## src/rtl/dsp_post_adder_acc.sv

```systemverilog
// ============================================================================
// Module   : dsp_post_adder_acc
// Brief    : Post-adder/accumulator with OPMODE-selected X/Z operands, P register
//            with internal accumulate feedback, and PCOUT cascade.
// Revision : 1.0 - initial release
// ============================================================================
`default_nettype none

module dsp_post_adder_acc #(
  parameter int WIDTHM      = 36,
  parameter int WIDTHP      = 48,
  parameter int OPMODEREG   = 1,
  parameter int CARRYINREG  = 1,
  parameter int PREG        = 1,
  parameter int CARRYOUTREG = 1
) (
  input  logic              clk,
  input  logic              rst,
  input  logic              ceopmode,
  input  logic              cecarryin,
  input  logic              cep,
  input  logic [7:0]        opmode,
  input  logic              carryin,
  input  logic [WIDTHM-1:0] m,
  input  logic [WIDTHP-1:0] dab,
  input  logic [WIDTHP-1:0] c,
  input  logic [WIDTHP-1:0] pcin,
  output logic [WIDTHP-1:0] p,
  output logic [WIDTHP-1:0] pcout,
  output logic              carryout,
  output logic              carryoutf
);

  logic [7:0]        opmode_r;
  logic              carryin_r;
  logic [WIDTHP-1:0] p_reg;
  logic              carry_r;

  logic [7:0]        op_e;
  logic              cin_e;
  logic [WIDTHP-1:0] m_ext;
  logic [WIDTHP-1:0] x_mux;
  logic [WIDTHP-1:0] z_mux;
  logic [WIDTHP:0]   sum;
  logic [WIDTHP-1:0] res;
  logic              co;
  logic              unused_opmode_bits;

  assign op_e  = (OPMODEREG != 0) ? opmode_r : opmode;
  assign cin_e = (CARRYINREG != 0) ? carryin_r : carryin;
  assign m_ext = {{(WIDTHP-WIDTHM){m[WIDTHM-1]}}, m};

  // Bits [6:4] steer the pre-adder upstream and have no role here.
  assign unused_opmode_bits = ^op_e[6:4];

  // Feedback always taps the P register so PREG=0 cannot form a loop.
  always_comb begin
    x_mux = '0;
    case (op_e[1:0])
      2'd0:    x_mux = '0;
      2'd1:    x_mux = m_ext;
      2'd2:    x_mux = p_reg;
      default: x_mux = dab;
    endcase
  end

  always_comb begin
    z_mux = '0;
    case (op_e[3:2])
      2'd0:    z_mux = '0;
      2'd1:    z_mux = pcin;
      2'd2:    z_mux = p_reg;
      default: z_mux = c;
    endcase
  end

  // The carry-in joins X before subtraction, so bit WIDTHP is the borrow.
  always_comb begin
    sum = '0;
    if (op_e[7])
      sum = {1'b0, z_mux} - ({1'b0, x_mux} + {{WIDTHP{1'b0}}, cin_e});
    else
      sum = {1'b0, z_mux} + {1'b0, x_mux} + {{WIDTHP{1'b0}}, cin_e};
  end

  assign res = sum[WIDTHP-1:0];
  assign co  = sum[WIDTHP];

  always_ff @(posedge clk or posedge rst) begin
    if (rst)
      opmode_r <= '0;
    else if (ceopmode)
      opmode_r <= opmode;
  end

  always_ff @(posedge clk or posedge rst) begin
    if (rst)
      carryin_r <= 1'b0;
    else if (cecarryin)
      carryin_r <= carryin;
  end

  always_ff @(posedge clk or posedge rst) begin
    if (rst) begin
      p_reg   <= '0;
      carry_r <= 1'b0;
    end else if (cep) begin
      p_reg   <= res;
      carry_r <= co;
    end
  end

  generate
    if (PREG != 0) begin : g_p_registered
      assign p = p_reg;
    end else begin : g_p_comb
      assign p = res;
    end

    if (CARRYOUTREG != 0) begin : g_co_registered
      assign carryout = carry_r;
    end else begin : g_co_comb
      assign carryout = co;
    end
  endgenerate

  assign pcout     = p;
  assign carryoutf = carryout;

endmodule

`default_nettype wire

```

## config.mk

```make
export PLATFORM = sky130hd
export DESIGN_NAME = dsp_post_adder_acc
export DESIGN_NICKNAME = d
export VERILOG_FILES = /design/src/rtl/dsp_post_adder_acc.sv
export SDC_FILE = /design/constraint.sdc
export NUM_CORES = 1
export LEC_CHECK = 0
export CAP_MARGIN = 20
export CORE_UTILIZATION = 55
export CTS_CLUSTER_SIZE = 25
export DETAILED_ROUTE_END_ITERATION = 7
export DONT_BUFFER_PORTS = 1
export PLACE_DENSITY_LB_ADDON = 0.08
export SLEW_MARGIN = 5
export SYNTH_ARGS = -nofsm -noshare
export SYNTH_HDL_FRONTEND = slang
export SYNTH_SLANG_ARGS = --single-unit
```

## constraint.sdc

```tcl
create_clock -name clk -period 5.8 [get_ports clk]
set_input_delay 0.87 -clock clk [delete_from_list [all_inputs] [get_ports clk]]
set_output_delay 0.87 -clock clk [all_outputs]
set_load 0.03 [all_outputs]
```

==> run metrics, run 1 <==
status=complete, no violations; CTS Root Cell=clkbuf_16; worst hold path cell count=1; Crit Path Max Fanout=21; R2R depth=15; Critical Path RT=6010 ps; TritonCTS buffer count=5; Crit path arrival time=5240 ps; Initial Utilization=57.0%; Ports=292; area of the multi-input gates=8670 um^2; worst-margin pin slew=853 ps; commonest non-fill, non-tap cell in the layout=a21oi_1; Hold Fails Final Rpt=0; Clock Skew=5.70 ps; min cycle time layout=5030 ps; storage element area=1380 um^2; Cell Area, Synth=11200 um^2; post-CTS setup buffers=0; setup TNS=0 ps; Critical Path Max Stage Delay=740 ps; row cnt=51; Syn Area/Cell=7.58 um^2; cells along the critical path=nor2b_4 > a22o_4 > xor2_1 > ha_1 > o21bai_1 > fa_1 > o21ai_0 > a211oi_1 > o21ai_0 > a41oi_1 > o21ai_1 > o21ai_1 > a211oi_1 > xnor2_1 > a221o_1; syn_nets=1820; Total Routing Usage GR=31.9%; Max Buffers Root-to-Sink=2; Fillers=1990; CP endpoint kind=register; Yosys reg bits=55; Resized Gates After CTS=0; die width=145 um; fin nets=1708; routed wire length=34.6 mm; H-tree levels=2; Clock Pin Slew Worst Setup and Hold Paths=90 ps; hold path start=cep; Post-synth ARST share=100%; Worst Hold Path EP=p[0]; Seq/Total Area, Yosys=12.2%; Top delay family on crit path=compound AO/OA/AOI/OAI gates; die area=21000 um^2; routed len/inst=21.2 um; Final Cycle Share=86.7%; Final Wtd Congestion=0.921; Detail Route Antenna Nets=0; number of global-route vias before repair=10000; PwrDens=613 nW/um^2; DIE HEIGHT=145 um; Clock Sink Count=55; initial DRC count=739; Synth Flop Type=dfrtp_1; initial antenna violation count=0; Detailed Place HPWL=26.4 mm; IO buf count=0; via density per instance=6.49; Synth warnings=0; Hold Crit Class=input port to register; CTS tree=done; Setup CP Type=register to register; placed insts=1629; Worst-Skew Late Latency=320 ps; largest net degree at the start of global routing=77; Layout area overhead=-0.779%; vias=10600; critical path startpoint category=register; core area=19700 um^2; RR Endpoint=p[46]; Critical-path top delay cell=nor2b_4; reg2reg setup slack=770 ps; r2r startpoint=op_e[0]; n_diodes=0; most frequent cells in the layout=a21oi_1, ha_1, inv_1; final core occ=56.5%; max frequency=199 MHz; Post-Syn Instances=1483; DR pass1 iterations=5; drt drc=0; Peak VDD IR=251 uV; GRT Residual Overflow=0; EDFF count, synth=0; Final setup viols=0; max reg flops=48; Hold Buf Count CTS=0; Pins Over Slew Limit=0; ratio of cells with drive above 1 in the final layout=11.4%; WP depth=15; total power=6.83 mW; post-synth cell types=80; slew margin rel.=43.1%; crit path buf inv count=0; final cell count without fillers=1637; Leakage Power=5.03 nW; RSZ-0062 raised after global routing=no; Max Cap Viol=0; first-pass GRT wire length=53.9 mm
worst max path at each step:
stage	startpoint	endpoint	slack (ps)
CTS	op_e[0]	p[45]	860
detailed placement	op_e[0]	carryout	880
floorplan	dab[0]	carryout	1400
global placement	op_e[0]	p[45]	920
finish	op_e[0]	p[46]	770
global route	op_e[0]	p[46]	490
layout make-up:
| cell class | instances | area share, % |
|---|---|---|
| Sequential cell | 55 | 12.4 |
| Multi-Input combinational cell | 1163 | 77.8 |
| Inverter | 128 | 4.31 |
| Tap cell | 265 | 2.97 |
| Clock buffer | 5 | 1.12 |
| Clock inverter | 3 | 0.213 |
| Timing Repair Buffer | 18 | 1.21 |
power breakdown:
part | internal, mW | total (mW) | switching [mW]
clock network | 0.164 | 0.354 | 0.191
registers | 0.543 | 1.52 | 0.979
logic | 2.04 | 4.96 | 2.92
per-layer routing:
metal	vias to the layer above	track usage, %	share of wire [%]
li1	5048	-	-
met1	5031	43.9	46
met2	483	51.8	45
met3	54	4.69	7.3
met4	0	8.30	2.2
met5	-	0	0
worst reg2reg max path, stage by stage (launching register included):
cell and delay [ps]:
dfrtp_2 610, nor2b_4 740, a22o_4 260, xor2_1 80, ha_1 170, o21bai_1 190
fa_1 490, o21ai_0 250, a211oi_1 170, o21ai_0 450, a41oi_1 270, o21ai_1 330
o21ai_1 210, a211oi_1 290, xnor2_1 100, a221o_1 310
cells in the mapped netlist, types with 12 or more instances:
cell type  number  share of area, %
o21ai_0        71               3.2
clkbuf_1       73               2.4
nor2_1         95               3.2
dfrtp_1        55                12
a31oi_1        13              0.72
nor3_1         15              0.67
mux2_2         92               9.2
a211oi_1       13              0.87
inv_1         128               4.3
o21a_1         12              0.80
xnor2_1        48               3.7
a21oi_1       156               6.9
ha_1          141                16
xor2_1         39               3.0
a21o_1         40               2.7
nand2_1       126               4.2
a22o_1         81               6.3
o21bai_1       16               1.1
buf_4          49               3.3
nand4_1        25               1.4
nand3_1        17              0.76
logic make-up (layout without fill, tap and decap cells):
kind of cell               after synthesis  count (layout)  synth area share [%]
adders and majority gates              143             143                  16.1
muxes                                  103             103                  10.3
buffers and inverters                  265             154                  10.7
AOI/OAI and AO/OA                      499             499                  30.7
xor gates and xnor gates                87              87                  6.78
and+or+nand+nor                        331             331                  13.3
DFF                                     55              55                  12.2
through the flow:
stage | instance area (um^2) | setup slack, ps | hold slack [ps]
finish | 11100 | 772 | 621
global route | 11100 | 490 | 619
floorplan | 11200 | 1400 | 552
CTS | 11100 | 860 | 623
global placement | 11000 | 923 | 599
detailed placement | 11000 | 879 | 611
Note: power is estimated with default switching activity, not from simulation.
==> run 2, diff against run 1 <==
- RECOVER_POWER: default -> 50
==> run metrics, run 2 (synthesis gave the netlist of run 1 again) <==
status=finished, violations left; violated checks=max-capacitance violations, max-slew violations; placed insts=1629; H-tree levels=2; IO buf count=0; sequential power share=22.3%; Worst-Skew Late Latency=320 ps; cells along the critical path=clkbuf_1 > a22o_4 > xor2_1 > ha_1 > o21bai_1 > fa_1 > o211ai_1 > a211oi_1 > or3_1 > o31a_1 > a31oi_2 > o41ai_1 > o31ai_2 > o21ai_1 > xor2_1 > a31oi_1; Peak VDD IR=251 uV; Crit path arrival time=5180 ps; initial DRC count=740; Layout area overhead=-0.880%; Detail Route Antenna Nets=0; max frequency=195 MHz; CTS tree=done; RSZ-0062 raised after global routing=no; via density per instance=6.48; crit path buf inv count=1; Sw Share=59.8%; Max Cap Viol=2; Clock power frac=5.2%; Crit Path Max Fanout=22; Final Cycle Share=88.4%; final core occ=56.5%; DP Area=11000 um^2; CP endpoint kind=register; Critical-path top delay cell=clkbuf_1; DIE HEIGHT=145 um; Fillers=1992; Top delay family on crit path=compound AO/OA/AOI/OAI gates; GRT Residual Overflow=0; Final Wtd Congestion=0.921; final instance area=11100 um^2; total power=6.83 mW; max reg flops=48; die area=21000 um^2; Setup CP Type=register to register; area of the multi-input gates=8670 um^2; number of global-route vias before repair=10000; storage element area=1380 um^2; Initial Utilization=57.0%; commonest non-fill, non-tap cell in the layout=a21oi_1; Resized Gates After CTS=0; Max Buffers Root-to-Sink=2; vias=10600; routed len/inst=21.1 um; Comb pwr share=72.5%; Hold Buf Count CTS=0; n_diodes=0; row cnt=51; CTS Root Cell=clkbuf_16; most frequent cells in the layout=a21oi_1, ha_1, inv_1; DR pass1 iterations=6; TritonCTS buffer count=5; first-pass GRT wire length=53.9 mm; Critical Path Max Stage Delay=910 ps; fin nets=1708; routed wire length=34.6 mm; final cell count without fillers=1637; PwrDens=613 nW/um^2; Hold Fails Final Rpt=0; worst-margin pin slew=3590 ps; slew margin rel.=-139%; Clock Sink Count=55; CP most frequent cell=xor2_1; drt drc=0; setup TNS=0 ps; critical path startpoint category=register; Critical Path RT=5850 ps; Total Routing Usage GR=31.9%; ratio of cells with drive above 1 in the final layout=11.1%; sw power=4.08 mW; Ports=292; core area=19700 um^2; Detailed Place HPWL=26.4 mm; Pins Over Slew Limit=125; fin worst setup slack=671 ps; Clock Skew=5.78 ps; initial antenna violation count=0; die width=145 um; Hold Crit Class=input port to register; largest net degree at the start of global routing=77; P_int=2.75 mW; Leakage Power=5.02 nW; post-CTS setup buffers=0; pre-CTS setup slack=879 ps; Clock Pin Slew Worst Setup and Hold Paths=90 ps; Final setup viols=0; WHS=622 ps; min cycle time layout=5130 ps
-- run 2: cell types whose count changed in the layout (fill, tap and decap cells not counted) --
cell and change:
inv_1 +1, buf_4 -3, inv_2 -1, clkbuf_1 +3
-- run 2: cell type report --
class / instances / share of cell area (%)
clock buffer: 5 / 1.12
clock inverter: 3 / 0.213
inverter: 128 / 4.31
multi-input combinational: 1163 / 77.8
sequential: 55 / 12.4
tap: 265 / 2.98
timing repair buffer: 18 / 1.11
-- run 2: power groups by stage --
stage	clock, mW	combinational, mW	sequential [mW]
5_1_grt	0.366	5.46	1.56
3_3_place_gp	0	4.81	1.53
2_1_floorplan	0	4.47	1.07
6_report	0.354	4.95	1.52
4_1_cts	0.358	4.88	1.52
3_5_place_dp	0	4.85	1.53
-- run 2: metal layers --
metal	track usage, %	up-vias	share of wire (%)
li1	-	5053	-
met1	43.9	5026	46
met2	51.8	480	45
met3	4.69	50	7.4
met4	8.30	0	2.1
met5	0	-	0
-- run 2: path summary, 6_finish.rpt --
path | slack [ps] | endpoint | from | cells after the start
min in group asynchronous | 1810 | carryin_r | rst | 2
max in group asynchronous | 1700 | op_e[7] | rst | 2
hold reg to reg | 620 | carryin_r | carryin_r | 1
hold / removal | 620 | p[0] | cep | 1
setup reg to reg | 670 | carryout | op_e[1] | 16
setup / recovery | 670 | carryout | op_e[1] | 16
==> run 3, diff against run 2 <==
- CELL_PAD_IN_SITES_DETAIL_PLACEMENT: default -> 1
- CELL_PAD_IN_SITES_GLOBAL_PLACEMENT: default -> 1
- CORE_UTILIZATION: 55 -> 48
- CTS_CLUSTER_DIAMETER: default -> 50
==> run metrics, run 3 (synthesis gave the netlist of run 1 again) <==
H-tree levels=2; final cell count without fillers=1687; first-pass GRT wire length=60.1 mm; Final Cycle Share=91.8%; Final Wtd Congestion=0.921; initial antenna violation count=2; area of the multi-input gates=8670 um^2; routed wire length=38.8 mm; Max Cap Viol=1; post-CTS setup buffers=0; ratio of cells with drive above 1 in the final layout=11.0%; Critical Path RT=6000 ps; drt drc=0; Max Buffers Root-to-Sink=2; Ports=292; critical path startpoint category=register; Crit Path Max Fanout=19; worst-margin pin slew=3850 ps; max reg flops=48; initial DRC count=599; Hold Buf Count CTS=0; DIE HEIGHT=155 um; most frequent cells in the layout=a21oi_1, ha_1, inv_1; pre-CTS setup slack=744 ps; RSZ-0062 raised after global routing=no; violated checks=max-capacitance violations, max-slew violations; CTS Root Cell=clkbuf_16; Detailed Place HPWL=30.3 mm; row cnt=55; TritonCTS buffer count=5; status=finished, violations left; min cycle time layout=5320 ps; Initial Utilization=49.3%; setup TNS=0 ps; placed insts=1677; IO buf count=0; Hold Crit Class=input port to register; Clock Pin Slew Worst Setup and Hold Paths=90 ps; Resized Gates After CTS=0; CP endpoint kind=register; slew margin rel.=-156%; storage element area=1380 um^2; DR pass1 iterations=4; Clock Skew=15.8 ps; Setup CP Type=register to register; routed len/inst=23.0 um; commonest non-fill, non-tap cell in the layout=a21oi_1; die width=155 um; Crit path arrival time=5520 ps; vias=10600; PwrDens=626 nW/um^2; Layout area overhead=-0.212%; fin worst setup slack=478 ps; largest net degree at the start of global routing=77; DP Area=11100 um^2; die area=24000 um^2; fin nets=1708; Fillers=2892; final instance area=11200 um^2; total power=7.01 mW; Worst-Skew Late Latency=320 ps; core area=22800 um^2; Peak VDD IR=268 uV; Detail Route Antenna Nets=0; Pins Over Slew Limit=56; number of global-route vias before repair=11000; Final setup viols=0; GRT Residual Overflow=0; Total Routing Usage GR=31.9%; via density per instance=6.31; Clock Sink Count=55; CTS tree=done; WHS=626 ps; Leakage Power=5.03 nW; Hold Fails Final Rpt=0; final core occ=49.2%; max frequency=188 MHz
run 3: cell types whose count changed in the layout (fill, tap and decap cells not counted), sizes merged:
cell      previous run  this run
clkbuf               8        10
clkinvlp             2         0
diode                0         2
buf                 15        16
inv                129       128
run 3: critical path, stage by stage, from the launching register on:
cell,delay [ps]
dfrtp_1,890
and2b_2,550
buf_4,320
a22o_1,210
ha_1,360
ha_1,470
a21oi_1,120
o21ai_0,340
nor2_1,130
a31oi_4,290
a31oi_1,240
o31a_1,430
o31ai_1,320
xnor2_1,120
a221oi_1,380
run 3: per-layer routing:
layer  routed length [um]  vias up  global-route usage [%]
li1                     -     5044                       -
met1                17800     5214                    41.5
met2                18100      336                    54.6
met3                 2120       44                    5.26
met4                  740        0                    7.87
met5                    0        -                       0
run 3: where the power goes:
group          switching (mW)  total [mW]  internal (mW)
Combinational            3.08        5.13           2.05
Sequential              0.974        1.52          0.543
Clock                   0.184       0.370          0.186
run 3: final timing paths:
path                                start        end  slack, ps  cells after the start
worst max register to register    op_e[2]      p[41]        480                     14
min in group asynchronous             rst       p[0]       1940                      2
worst min-delay path                  cep       p[0]        630                      1
worst max-delay path              op_e[2]      p[41]        480                     14
worst min register to register  carryin_r  carryin_r        640                      1
max in group asynchronous             rst    op_e[7]       1430                      2
run 3: final cells by class:
type                    instances  share of cell area [%]
flip-flops and latches         55                    12.3
repair buffers                 18                    1.14
inverters                     128                    4.29
clock buffers                   8                    1.39
well taps                     313                    3.49
multi-input cells            1163                    77.3
diodes                          2                  0.0446
